--- config.mk ---
export PLATFORM = sky130hd
export DESIGN_NAME = alu_sweep_driver
export DESIGN_NICKNAME = d
export VERILOG_FILES = /design/src/rtl/alu_pkg.sv /design/src/rtl/sweep_sig_lfsr.sv /design/src/rtl/alu_sweep_driver.sv
export SDC_FILE = /design/constraint.sdc
export NUM_CORES = 1
export LEC_CHECK = 0
export ABC_AREA = 0
export BUFFER_PORTS_ARGS = -buffer_cell sky130_fd_sc_hd__buf_2
export CORE_MARGIN = 5
export CORE_UTILIZATION = 41
export CTS_CLUSTER_SIZE = 30
export DETAILED_ROUTE_END_ITERATION = 7
export SETUP_SLACK_MARGIN = 0.4
export SYNTH_ARGS = -nofsm -noshare
export SYNTH_HDL_FRONTEND = slang
export SYNTH_SLANG_ARGS = --single-unit
--- constraint.sdc ---
create_clock -name clk -period 2.5 [get_ports clk]
set_clock_uncertainty 0.2 [all_clocks]
set_input_delay 0.375 -clock clk [delete_from_list [all_inputs] [get_ports clk]]
set_output_delay 0.375 -clock clk [all_outputs]
set_load 0.1 [all_outputs]
--- src/rtl/alu_pkg.sv ---
// Shared types and widths for the ALU and its self-test sweep driver.
package alu_pkg;

    localparam int ALU_W   = 8;
    localparam int ALU_OPW = 2;

    typedef enum logic [1:0] {
        OP_XOR  = 2'd0,
        OP_SHL  = 2'd1,
        OP_MOD  = 2'd2,
        OP_NAND = 2'd3
    } alu_op_e;

    typedef enum logic [1:0] {
        IDLE = 2'd0,
        RUN  = 2'd1,
        DONE = 2'd2
    } sweep_state_e;

endpackage

--- src/rtl/sweep_sig_lfsr.sv ---
// Rotate-left-and-XOR signature register folding ALU results.
module sweep_sig_lfsr #(
    parameter int               WIDTH = 8,
    parameter int               SIG_W = 16,
    parameter logic [SIG_W-1:0] SEED  = 16'hFFFF
) (
    input  logic             clk,
    input  logic             rst_n,
    input  logic             load_i,
    input  logic             en_i,
    input  logic [WIDTH-1:0] data_i,
    output logic [SIG_W-1:0] sig_o
);

    logic [SIG_W-1:0] sig_q;
    logic [SIG_W-1:0] sig_d;

    always_comb begin
        sig_d = sig_q;
        if (load_i) begin
            sig_d = SEED;
        end else if (en_i) begin
            sig_d = {sig_q[SIG_W-2:0], sig_q[SIG_W-1]} ^ SIG_W'(data_i);
        end
    end

    always_ff @(posedge clk or negedge rst_n) begin
        if (!rst_n) begin
            sig_q <= SEED;
        end else begin
            sig_q <= sig_d;
        end
    end

    assign sig_o = sig_q;

endmodule

--- src/rtl/alu_sweep_driver.sv ---
// Exhaustive (op, a, b) sweep driver for ALU self-test with signature capture.
module alu_sweep_driver
    import alu_pkg::*;
#(
    parameter int               WIDTH = ALU_W,
    parameter int               OPW   = ALU_OPW,
    parameter int               SIG_W = 16,
    parameter logic [SIG_W-1:0] SEED  = 16'hFFFF,
    localparam int              NOP   = 2**OPW,
    localparam int              CW    = OPW + 2*WIDTH + 1
) (
    input  logic             clk,
    input  logic             rst_n,
    input  logic             start,
    input  logic             abort,
    input  logic [NOP-1:0]   op_en,
    output logic [OPW-1:0]   alu_op,
    output logic [WIDTH-1:0] alu_a,
    output logic [WIDTH-1:0] alu_b,
    output logic             alu_vld,
    input  logic [WIDTH-1:0] alu_out,
    output logic             busy,
    output logic             done,
    output logic [SIG_W-1:0] sig,
    output logic [CW-1:0]    vec_cnt
);

    sweep_state_e     state_q, state_d;
    logic [NOP-1:0]   mask_q, mask_d;
    logic [OPW-1:0]   op_q, op_d;
    logic [WIDTH-1:0] a_q, a_d;
    logic [WIDTH-1:0] b_q, b_d;
    logic             vld_q, vld_d;
    logic             busy_q, busy_d;
    logic             done_q, done_d;
    logic [CW-1:0]    cnt_q, cnt_d;
    logic             sig_load;
    logic             sig_en;
    logic [OPW-1:0]   nxt_op;
    logic             has_nxt;
    logic [OPW-1:0]   first_op;

    // Descending scan so the lowest qualifying opcode is the last one written.
    always_comb begin
        nxt_op   = '0;
        has_nxt  = 1'b0;
        first_op = '0;
        for (int k = NOP - 1; k >= 0; k--) begin
            if (mask_q[k] && (k[OPW-1:0] > op_q)) begin
                nxt_op  = k[OPW-1:0];
                has_nxt = 1'b1;
            end
            if (op_en[k]) begin
                first_op = k[OPW-1:0];
            end
        end
    end

    always_comb begin
        state_d  = state_q;
        mask_d   = mask_q;
        op_d     = op_q;
        a_d      = a_q;
        b_d      = b_q;
        vld_d    = vld_q;
        busy_d   = busy_q;
        done_d   = done_q;
        cnt_d    = cnt_q;
        sig_load = 1'b0;
        sig_en   = 1'b0;
        unique case (state_q)
            IDLE, DONE: begin
                if (start) begin
                    mask_d   = op_en;
                    cnt_d    = '0;
                    sig_load = 1'b1;
                    vld_d    = 1'b0;
                    busy_d   = 1'b0;
                    done_d   = 1'b0;
                    if (op_en == '0) begin
                        state_d = DONE;
                        done_d  = 1'b1;
                    end else begin
                        state_d = RUN;
                        op_d    = first_op;
                        a_d     = '0;
                        b_d     = '0;
                        vld_d   = 1'b1;
                        busy_d  = 1'b1;
                    end
                end
            end
            RUN: begin
                if (abort) begin
                    state_d = IDLE;
                    vld_d   = 1'b0;
                    busy_d  = 1'b0;
                    done_d  = 1'b0;
                end else begin
                    sig_en = 1'b1;
                    cnt_d  = cnt_q + 1'b1;
                    b_d    = b_q + 1'b1;
                    if (b_q == '1) begin
                        a_d = a_q + 1'b1;
                        if (a_q == '1) begin
                            if (has_nxt) begin
                                op_d = nxt_op;
                            end else begin
                                // Last vector sampled: freeze the bus for inspection.
                                state_d = DONE;
                                a_d     = a_q;
                                b_d     = b_q;
                                vld_d   = 1'b0;
                                busy_d  = 1'b0;
                                done_d  = 1'b1;
                            end
                        end
                    end
                end
            end
            default: state_d = IDLE;
        endcase
    end

    always_ff @(posedge clk or negedge rst_n) begin
        if (!rst_n) begin
            state_q <= IDLE;
            mask_q  <= '0;
            op_q    <= '0;
            a_q     <= '0;
            b_q     <= '0;
            vld_q   <= 1'b0;
            busy_q  <= 1'b0;
            done_q  <= 1'b0;
            cnt_q   <= '0;
        end else begin
            state_q <= state_d;
            mask_q  <= mask_d;
            op_q    <= op_d;
            a_q     <= a_d;
            b_q     <= b_d;
            vld_q   <= vld_d;
            busy_q  <= busy_d;
            done_q  <= done_d;
            cnt_q   <= cnt_d;
        end
    end

    sweep_sig_lfsr #(
        .WIDTH (WIDTH),
        .SIG_W (SIG_W),
        .SEED  (SEED)
    ) u_sig (
        .clk    (clk),
        .rst_n  (rst_n),
        .load_i (sig_load),
        .en_i   (sig_en),
        .data_i (alu_out),
        .sig_o  (sig)
    );

    assign alu_op  = op_q;
    assign alu_a   = a_q;
    assign alu_b   = b_q;
    assign alu_vld = vld_q;
    assign busy    = busy_q;
    assign done    = done_q;
    assign vec_cnt = cnt_q;

endmodule

# Word-level counts from Yosys, hierarchy flattened
# Cells that the tools add are included.
dict set report classes {
  n_reduce_logical 16
  magnitude_cmp 4
  eq_ne 15
  add_sub_neg 3
  mux 61
  bitwise_logic 1
}
# op count
set ops {}
lappend ops {{8-bit 2-to-1 mux} 10}
lappend ops {{2-bit 2-to-1 mux} 20}
lappend ops {{19-bit 2-to-1 mux} 2}
lappend ops {{19-bit case mux with 2 select lines} 1}
lappend ops {{16-bit 2-to-1 mux} 2}
lappend ops {{8-bit case mux with 2 select lines} 2}
lappend ops {{1-bit 2-to-1 mux} 20}
lappend ops {{19-bit by 1-bit adder with 19-bit output, second input constant} 1}
lappend ops {{8-bit by 1-bit adder with 8-bit output, second input constant} 2}
lappend ops {{8-bit equality test, second input constant} 2}
lappend ops {{16-bit by 8-bit bitwise XOR with 16-bit output} 1}
lappend ops {{2-bit inequality test, second input constant} 6}
lappend ops {{3-bit inequality test, second input constant} 4}
lappend ops {{5-bit AND reduction} 2}
lappend ops {{2-bit case mux with 2 select lines} 2}
lappend ops {{7-bit AND reduction} 1}
lappend ops {{6-bit AND reduction} 1}
lappend ops {{1-bit by 2-bit greater-than comparator with 1-bit output, first input constant} 2}
lappend ops {{2-bit greater-than comparator, first input constant} 2}
lappend ops {{1-bit logical AND} 4}
lappend ops {{4-bit zero test} 1}
lappend ops {{4-bit inequality test, second input constant} 1}
lappend ops {{1-bit case mux with 2 select lines} 2}
lappend ops {{4-bit AND reduction} 1}
lappend ops {{7 further kinds} 8}
dict set report word_totals {
  ff_bits 61
  elab_cells 109
}

# Logic depth before layout (Yosys ltp)
# Gate-level depths: netlist of run 1.
dict set report depth {
  ltp_word 11
  mapped_depth 7
  depth_no_buf 6
}

# Modules after synthesis
# A second synthesis of run 1 with hierarchy kept.
dict set report unflattened {
  cells_unflattened 318
  hier_area_um2 3109.2
}
# module n_inst cells_per_inst seq_area_each_um2 area_each_um2
set by_module_without_submodules {}
lappend by_module_without_submodules {alu_sweep_driver 1 256 1101.1 2343.5}
lappend by_module_without_submodules {sweep_sig_lfsr 1 62 420.4 765.7}

# Worst setup path before layout of run 1
# No wires, ideal clock.
dict set report synth_timing {
  kind {register to register}
  from {register a_q[0], in the netlist alu_a[0]}
  to {register a_q[0], in the netlist alu_a[0]}
  arrival_ps 2494
  stages_incl_launch_ff 8
  setup_ps 166
  setup_slack_ps -360
  period_less_slack_ps 2860
  path_cell_list {dfrtp_1 > ha_1 > and3_1 > nand2_1 > nor4_2 > or3_1 > buf_2 > o21ai_0}
}
dict set report synth_between {
  elab_chain_cells 6
  word_cells_on_any_way 9
  cone_classes {1 x add/sub; 2 x eq/ne; 5 x mux; 1 x reduce/logical}
}
# element line
set synth_lines {}
lappend synth_lines {{start, declared} alu_sweep_driver.sv:31} ;# logic [WIDTH-1:0] a_q, a_d;
lappend synth_lines {{start signal, assigned} alu_sweep_driver.sv:130} ;# a_q <= '0;
lappend synth_lines {{start signal, assigned} alu_sweep_driver.sv:140} ;# a_q <= a_d;
lappend synth_lines {{8-bit by 1-bit adder with 8-bit output} alu_sweep_driver.sv:104} ;# a_d = a_q + 1'b1;
lappend synth_lines {{8-bit 2-to-1 mux} alu_sweep_driver.sv:106} ;# if (has_nxt) begin
lappend synth_lines {{8-bit 2-to-1 mux} alu_sweep_driver.sv:105} ;# if (a_q == '1) begin
lappend synth_lines {{8-bit 2-to-1 mux} alu_sweep_driver.sv:103} ;# if (b_q == '1) begin
lappend synth_lines {{8-bit 2-to-1 mux} alu_sweep_driver.sv:94} ;# if (abort) begin
lappend synth_lines {{8-bit case mux with 2 select lines} alu_sweep_driver.sv:71} ;# unique case (state_q)
# Several ways; a longest one is shown, not always the timed one. The select of a mux whose other input is x is not followed.
# A chain may end at the register's enable or synchronous reset.

# Worst setup path after layout of run 1
dict set report layout_timing {
  from {register state_q[1]}
  to {register a_q[6], in the netlist alu_a[6]}
}
dict set report layout_between {
  elab_chain_cells 4
  word_cells_on_any_way 12
  cone_classes {7 x eq/ne; 1 x mux; 4 x reduce/logical}
}
# element line
set layout_lines {}
lappend layout_lines {{start, declared} alu_sweep_driver.sv:28} ;# sweep_state_e state_q, state_d;
lappend layout_lines {{start signal, assigned} alu_sweep_driver.sv:137} ;# state_q <= state_d;
lappend layout_lines {{2-bit equality test or 2-bit zero test (tied branches)} alu_sweep_driver.sv:71}
lappend layout_lines {{2-bit OR reduction} alu_sweep_driver.sv:71}
lappend layout_lines {{2-bit inequality test (no line) or 2-bit nonzero test (tied branches)} -}
lappend layout_lines {{6-bit AND reduction (no line)} -}
# Several ways; a longest one is shown, not always the timed one.

==> results of run 1 <==
-- metal layers --
layer / GRT usage (%) / routed length [µm] / part of all wire [%]
met1: 22.8 / 3320 / 46
met2: 25.2 / 3390 / 47
met3: 4.74 / 451 / 6.2
met4: 6.75 / 104 / 1.4
met5: 0 / 18 / 0.25
-- where the power goes --
part	switching, µW	internal (µW)
combinational	1800	431
sequential	238	1260
clock	379	442
total	2420	2130
-- sequential cells by signal, indices dropped and copies added (netlist names) --
| register | flops |
|---|---|
| alu_a | 8 |
| alu_b | 8 |
| alu_op | 2 |
| busy | 1 |
| done | 1 |
| mask_q | 3 |
| state_q | 2 |
| u_sig.sig_o | 16 |
| vec_cnt | 19 |
-- logic make-up after synthesis --
logic type	share of synthesized area (%)
AOI/OAI and AO/OA	14.5
xor gates and xnor gates	7.32
adders and majority gates	1.25
buffers and inverters	2.97
DFF	50.8
muxes	1.46
and+or+nand+nor	21.6
-- critical path, delay by kind of cell, from the launching register on --
kind,cells,cell delay (ps)
compound gates,4,890
simple gates,1,400
buf+inv,1,150
flops,1,390
-- path summary, 6_finish.rpt --
| check | startpoint | end | cells past startpoint | slack, ps |
|---|---|---|---|---|
| min in group asynchronous | rst_n | done$_DFFE_PN0P_ | 2 | 340 |
| hold / removal | op_en[1] | mask_q[1]$_DFFE_PN0P_ | 3 | 90 |
| setup / recovery | state_q[1]$_DFFE_PN0P_ | alu_a[6]$_DFFE_PN0P_ | 6 | 350 |
| setup reg to reg | state_q[1]$_DFFE_PN0P_ | alu_a[6]$_DFFE_PN0P_ | 6 | 350 |
| hold reg to reg | u_sig.sig_o[8]$_DFFE_PN1P_ | u_sig.sig_o[8]$_DFFE_PN1P_ | 2 | 290 |
| max in group asynchronous | rst_n | u_sig.sig_o[13]$_DFFE_PN1P_ | 4 | 950 |
-- timing repair --
| action | in CTS | in global routing |
|---|---|---|
| resized for setup | 3 | 10 |
| hold buffers | 1 | 0 |
| endpoints found under the setup margin | 15 | 27 |
| hold endpoints to repair | 19 | 0 |
| setup buffers | 3 | 2 |
| pin swaps | 2 | 0 |
-- cells in the final DEF, fill, tap and decap left out, types with 3 or more instances in the layout --
cell type and n:
sky130_fd_sc_hd__o211ai_1 4, sky130_fd_sc_hd__clkinv_2 3, sky130_fd_sc_hd__and4_1 5, sky130_fd_sc_hd__clkbuf_8 10, sky130_fd_sc_hd__o21ai_0 11, sky130_fd_sc_hd__buf_2 71, sky130_fd_sc_hd__dfrtp_4 10, sky130_fd_sc_hd__nand3_1 24
sky130_fd_sc_hd__o31ai_2 3, sky130_fd_sc_hd__nand4_1 5, sky130_fd_sc_hd__a21o_1 6, sky130_fd_sc_hd__xor2_1 12, sky130_fd_sc_hd__a21oi_1 10, sky130_fd_sc_hd__o31ai_1 10, sky130_fd_sc_hd__nor3_1 7, sky130_fd_sc_hd__mux2_2 3
sky130_fd_sc_hd__dfrtp_2 19, sky130_fd_sc_hd__nor4_1 3, sky130_fd_sc_hd__buf_4 13, sky130_fd_sc_hd__xnor2_1 13, sky130_fd_sc_hd__nor2_1 30, sky130_fd_sc_hd__nand2_1 43, sky130_fd_sc_hd__dfrtp_1 15, sky130_fd_sc_hd__inv_1 6
sky130_fd_sc_hd__dfstp_2 16, sky130_fd_sc_hd__and3_1 3
-- through the flow --
step | area [µm²] | hold WS, ps | instances | power (µW) | setup slack, ps
final | 3940 | 90.1 | 500 | 4550 | 354
after global routing | 3940 | 86.2 | 500 | 4780 | 305
after CTS | 3870 | 72.2 | 498 | 4570 | 361
after detailed placement | 3630 | 173 | 478 | 3710 | 173
after global placement | 3630 | 171 | 478 | 3690 | 213
after floorplan | 3150 | -121 | 313 | 3350 | 308
-- area by class of cell --
| type | instances | share of cell area, % |
|---|---|---|
| Clock buffer | 12 | 4.23 |
| Inverter | 6 | 0.572 |
| Clock inverter | 4 | 0.572 |
| Sequential cell | 60 | 40.2 |
| Timing Repair Buffer | 88 | 12.9 |
| Tap cell | 99 | 3.15 |
| Multi-Input combinational cell | 231 | 38.3 |
-- cells in the mapped netlist (all sizes together), types with 2 or more instances --
cell / number / area [µm²]
dfrtp: 44 / 1100
nand2: 44 / 165
nor2: 31 / 116
nand3: 24 / 120
dfstp: 16 / 420
o31ai: 13 / 97.6
xnor2: 13 / 114
clkbuf: 12 / 45.0
o21ai: 12 / 60.1
xor2: 12 / 105
a21oi: 11 / 55.1
nor3: 7 / 35.0
a21o: 6 / 45.0
inv: 6 / 22.5
and3: 5 / 31.3
and4: 5 / 43.8
nand4: 5 / 31.3
buf: 4 / 21.3
nand2b: 4 / 25.0
nor4: 4 / 31.3
o211ai: 4 / 30.0
ha: 3 / 37.5
mux2: 3 / 33.8
a211o: 2 / 17.5
a211oi: 2 / 15.0
a22o: 2 / 17.5
a31oi: 2 / 12.5
nor2b: 2 / 12.5
or2: 2 / 12.5
==> Flow_metrics.wiki, run 1 <==
{| class="wikitable"
! Metric !! Value
|-
| Worst min-delay path category || input port to flop
|-
| Top achievable clock speed || 466 MHz
|-
| Area used by multi-input combinational logic || 1510 µm²
|-
| Pre-Repair DR Iteration Count || 4
|-
| Number of different library cells in the post-synthesis netlist || 45
|-
| Worst slew slack as a fraction of its limit || 67.1%
|-
| Net count reported at finish || 415
|-
| Floorplan die height || 95.4 µm
|-
| Final setup violation count || 0
|-
| Peak supply drop || 0.000733 V
|-
| Critical path peak fanout || 7
|-
| CP startpoint kind || flop
|-
| Port Buffers || 71
|-
| Portion of the post-synthesis area used by sequential elements || 50.8%
|-
| Async S/R FF share, synth || 100%
|-
| CTS Buf Count || 9
|-
| RSZ-0062 raised after global routing || yes
|-
| Post-CTS clock slew at the launch and capture registers of the worst setup and hold paths || 70 ps
|-
| Starting utilization of the core area || 41.7%
|-
| Crit path required time || 2510 ps
|-
| First-iteration detailed-routing DRC count || 85
|-
| Clock tree from TritonCTS || built
|-
| Buffer type at the clock tree root || sky130_fd_sc_hd__clkbuf_8
|-
| Share of the clock period used by the worst path || 85.9%
|-
| Core ar. || 7180 µm²
|-
| Flip-flop and latch count after synthesis || 60
|-
| Number of antenna violations at the first check in global routing || 1
|-
| Number of vias after detailed routing || 2625
|-
| Global-route congestion overflow total || 0
|-
| I/O pin cnt || 72
|-
| Net count of the mapped netlist || 332
|-
| Largest net degree at the start of global routing || 35
|-
| Minimum clock period after layout || 2150 ps
|-
| Mapped Cells || 313
|-
| Worst Max-Slew Pin Slew || 493 ps
|-
| Final slew viol count || 0
|-
| Number of max-cap violations || 0
|-
| Commonest register cell after synthesis || sky130_fd_sc_hd__dfrtp_1
|-
| Leakage power || 0.00183 µW
|-
| Site row count || 31
|-
| Outcome || finished clean
|-
| Half-perimeter wire length of the detailed placement result || 5060 µm
|-
| Vias in the first global route || 2471
|-
| Width of the die || 95.4 µm
|-
| Number of nets still failing antenna checks after routing || 0
|-
| Peak per-stage delay on the critical path || 400 ps
|-
| Synthesized area per cell || 9.56 µm²
|-
| Clk Latency, worst-skew pair || 330 ps
|-
| EDFF count, synth || 0
|-
| First-pass GRT wire length || 12000 µm
|-
| Clock Tree Buf Depth || 2
|-
| Drt via density || 5.25
|-
| GP Congestion || 0.798
|-
| Footprint of the flip-flops and latches || 1580 µm²
|-
| Crit path capture type || flop
|-
| Total global-route track usage || 16.8%
|-
| Drc violations || 0
|-
| Library cell contributing the largest single delay on the critical path || sky130_fd_sc_hd__or3b_4
|-
| Share of post-route cells with drive strength above 1 || 43.1%
|-
| Hold violation count in the final report || 0
|-
| Htree depth || 3
|-
| Number of filler cells placed in the layout || 667
|-
| Die ar. || 9110 µm²
|-
| Cell breakdown of the critical path || or3b_4, a22o_1, a21o_1, buf_6, o21a_1, a311o_1
|-
| Power per standard cell area || 1160 nW/µm²
|-
| Arrival time reported for the critical path endpoint || 2160 ps
|-
| N_diodes || 0
|-
| Category of the critical setup timing path || flop to flop
|-
| Layout overhead on the synthesized area || 31.5%
|-
| Average wire per standard cell || 14.6 µm
|-
| Number of sinks driven by the clock tree || 60
|-
| Warnings from Yosys || 0
|-
| TNS Setup || 0 ps
|-
| Routed WL || 7290 µm
|-
| Post-synthesis cell area || 2990 µm²
|-
| Finished Core Util || 54.8%
|}
Note: power is estimated with default switching activity, not from simulation.
==> run 2, diff against run 1 <==
--- a/config.mk
+++ b/config.mk
@@ -6,9 +6,11 @@
 export NUM_CORES = 1
 export LEC_CHECK = 0
 export ABC_AREA = 0
-export BUFFER_PORTS_ARGS = -buffer_cell sky130_fd_sc_hd__buf_2
+export BUFFER_PORTS_ARGS = -buffer_cell sky130_fd_sc_hd__buf_4
+export CAP_MARGIN = 5
 export CORE_MARGIN = 5
 export CORE_UTILIZATION = 41
+export CTS_BUF_LIST = sky130_fd_sc_hd__clkbuf_2
 export CTS_CLUSTER_SIZE = 30
 export DETAILED_ROUTE_END_ITERATION = 7
 export SETUP_SLACK_MARGIN = 0.4
==> run 2 against run 1 <==
  * Non-clock buffer count is 15 higher
  * Sequential share of layout area shrank 2.6 points
  * Maximum frequency shrank 1.8%
  * Via count shrank 0.30%
  * First-iteration DRC count grew 34%
  * Power down 2.3%
  * Worst setup slack worse by 39 ps
  * Global-route usage rose by 0.13 points
  * Cell area is 6.9% higher
  * Critical endpoint unchanged
  * Largest cell class unchanged
  * Largest power group unchanged
==> Flow_metrics.wiki, run 2 (synthesis gave the netlist of run 1 again) <==
{| class="wikitable"
! Metric !! Value
|-
| Outcome || finished clean
|-
| Drt via density || 5.08 (-3.2%)
|-
| CTS Buf Count || 9 (unchanged)
|-
| Clock tree from TritonCTS || built
|-
| Cell breakdown of the critical path || or3b_4, a22o_1, a21o_1, buf_6, o21a_1, a311o_1
|-
| Site row count || 31 (unchanged)
|-
| Count of placed standard cells including taps || 477 (-0.21%)
|-
| Arrival time reported for the critical path endpoint || 2350 ps (+190 ps)
|-
| RSZ-0062 raised after global routing || yes
|-
| Final setup violation count || 0 (unchanged)
|-
| Htree depth || 3 (unchanged)
|-
| Library cell contributing the largest single delay on the critical path || sky130_fd_sc_hd__dfrtp_1
|-
| Clk Latency, worst-skew pair || 490 ps (+160 ps)
|-
| Clock Tree Buf Depth || 2 (unchanged)
|-
| Clock network fraction of design power || 13.0% (-5.0 points)
|-
| Non-Filler Instances || 515 (+3.0%)
|-
| N_diodes || 0 (unchanged)
|-
| I/O pin cnt || 72 (unchanged)
|-
| Finished Core Util || 58.6% (+3.8 points)
|-
| Number of antenna violations at the first check in global routing || 0 (-1)
|-
| Routed WL || 7340 µm (+0.70%)
|-
| Share of the clock period used by the worst path || 87.4% (+1.6 points)
|-
| Part of the power in registers || 33.8% (+0.9 points)
|-
| CP startpoint kind || flop
|-
| Net switching fraction of the power || 53.8% (+0.70 points)
|-
| Hold Worst Slack || 50.7 ps (-39.4 ps)
|-
| Power per standard cell area || 1060 nW/µm² (-8.6%)
|-
| Worst slew slack as a fraction of its limit || 50.7% (-16 points)
|-
| Area used by multi-input combinational logic || 1530 µm² (+1.6%)
|-
| Critical path peak fanout || 7 (unchanged)
|-
| TNS Setup || 0 ps (unchanged)
|-
| Share of post-route cells with drive strength above 1 || 43.8% (+0.61 points)
|-
| Largest register FFs || 19 (unchanged)
|-
| Crit path required time || 2670 ps (+160 ps)
|-
| Commonest cells after routing, fill and taps aside || 87 x sky130_fd_sc_hd__buf_4, 42 x sky130_fd_sc_hd__nand2_1, 29 x sky130_fd_sc_hd__nor2_1
|-
| Hold violation count in the final report || 0 (unchanged)
|-
| First-iteration detailed-routing DRC count || 114 (+34%)
|-
| Worst min-delay path category || input port to flop
|-
| Crit path capture type || flop
|-
| Peak supply drop || 0.000648 V (-12%)
|-
| Drc violations || 0 (unchanged)
|-
| Port Buffers || 71 (unchanged)
|-
| Number of sinks driven by the clock tree || 60 (unchanged)
|-
| Layout overhead on the synthesized area || 40.6%
|-
| Setup ws final || 315 ps (-38.8 ps)
|-
| Net count reported at finish || 430 (+3.6%)
|-
| First-pass GRT wire length || 12100 µm (+0.75%)
|-
| Number of max-cap violations || 0 (unchanged)
|-
| Number of nets still failing antenna checks after routing || 0 (unchanged)
|-
| Worst Max-Slew Pin Slew || 740 ps (+247 ps)
|-
| Leakage power || 0.00190 µW (+4.4%)
|-
| Largest net degree at the start of global routing || 61 (+74%)
|-
| Number of filler cells placed in the layout || 645 (-3.3%)
|-
| Combinational share of power || 53.2% (+4.1 points)
|-
| GP Congestion || 0.795 (-0.34%)
|-
| Minimum clock period after layout || 2190 ps (+38.8 ps)
|-
| Pre-Repair DR Iteration Count || 4 (unchanged)
|-
| Worst Setup Slack post-DPL || 143 ps (-30.3 ps)
|-
| Footprint of the flip-flops and latches || 1580 µm² (unchanged)
|-
| Net switching power || 2390 µW (-0.98%)
|-
| Global-route congestion overflow total || 0 (unchanged)
|-
| Number of vias after detailed routing || 2617 (-0.30%)
|-
| Final slew viol count || 0 (unchanged)
|-
| Core ar. || 7180 µm² (unchanged)
|-
| Width of the die || 95.4 µm (unchanged)
|-
| Die ar. || 9110 µm² (unchanged)
|-
| Floorplan die height || 95.4 µm (unchanged)
|-
| Buffer type at the clock tree root || sky130_fd_sc_hd__clkbuf_2
|-
| Vias in the first global route || 2580 (+4.4%)
|-
| Half-perimeter wire length of the detailed placement result || 4910 µm (-2.9%)
|-
| Internal portion of total power || 2050 µW (-3.7%)
|-
| Average wire per standard cell || 14.2 µm (-2.2%)
|-
| Category of the critical setup timing path || flop to flop
|-
| Total global-route track usage || 16.9% (+0.13 points)
|-
| Most common cell after layout, fill and taps aside || sky130_fd_sc_hd__buf_4
|-
| Post-CTS clock slew at the launch and capture registers of the worst setup and hold paths || 160 ps (+90 ps)
|-
| Top achievable clock speed || 458 MHz (-1.8%)
|-
| Starting utilization of the core area || 41.7% (unchanged)
|-
| Peak per-stage delay on the critical path || 430 ps (+30 ps)
|}
[run 2: cell count changes in the layout (fill, tap and decap cells not counted), sizes merged]
cell	before	now
dlygate4sd3	1	13
buf	87	89
clkinv	3	5
bufinv	0	1
clkbuf	12	11
clkinvlp	1	0
[run 2: metrics by stage]
step           cell area, µm²  total power, µW
6_report                 4210             4450
5_1_grt                  4210             4690
4_1_cts                  4090             4460
3_5_place_dp             3790             3840
3_3_place_gp             3790             3820
2_1_floorplan            3150             3350
[run 2: final cells by class]
type	instances	area share [%]
Clock buffer	10	1.19
Clock inverter	6	1.34
Inverter	6	0.535
Timing Repair Buffer	103	20.0
Multi-Input combinational cell	231	36.4
Tap cell	99	2.94
Sequential cell	60	37.6
[run 2: power groups by stage]
stage / Sequential (µW) / Clock (µW) / Combinational, µW
final: 1500 / 577 / 2370
after global routing: 1550 / 651 / 2490
after CTS: 1510 / 597 / 2360
after detailed placement: 1530 / 0 / 2310
after global placement: 1520 / 0 / 2300
after floorplan: 2810 / 0 / 540
[run 2: per-layer routing]
| metal | vias up | global-route usage [%] | share of wire, % | routed length [µm] |
|---|---|---|---|---|
| li1 | 1306 | - | - | - |
| met1 | 1234 | 22.5 | 46 | 3400 |
| met2 | 69 | 26.1 | 47 | 3430 |
| met3 | 8 | 4.03 | 5.8 | 424 |
| met4 | 0 | 7.82 | 1.1 | 78 |
| met5 | - | 0 | 0 | 0 |
[run 2: worst paths after layout]
check                           cells past startpoint                         from                          end  slack, ps
worst max-delay path                                6       state_q[1]$_DFFE_PN0P_         alu_a[6]$_DFFE_PN0P_        310
worst min-delay path                                4                        start       state_q[1]$_DFFE_PN0P_         50
worst max register to register                      6       state_q[1]$_DFFE_PN0P_         alu_a[6]$_DFFE_PN0P_        310
worst min register to register                      2  u_sig.sig_o[14]$_DFFE_PN1P_  u_sig.sig_o[15]$_DFFE_PN1P_        300
max in group asynchronous                           2                        rst_n         alu_a[6]$_DFFE_PN0P_       1250
min in group asynchronous                           2                        rst_n       vec_cnt[7]$_DFFE_PN0P_        270
[run 2: repair_timing]
action / 4_1_cts / 5_1_grt
hold endpoints to repair: 56 / 0
pin swaps: 3 / 2
gates cloned: 0 / 1
setup endpoints to repair: 19 / 26
gates resized for setup: 7 / 14
buffers inserted: 3 / 5
hold buffers: 13 / 0
[run 2: worst max-delay path: cells and delay by family (launching register included)]
family	cells	cell delay, ps
AO/OA/AOI/OAI	4	900
flip-flops	1	430
AND/OR/NAND/NOR	1	400
buffers and inverters	1	140
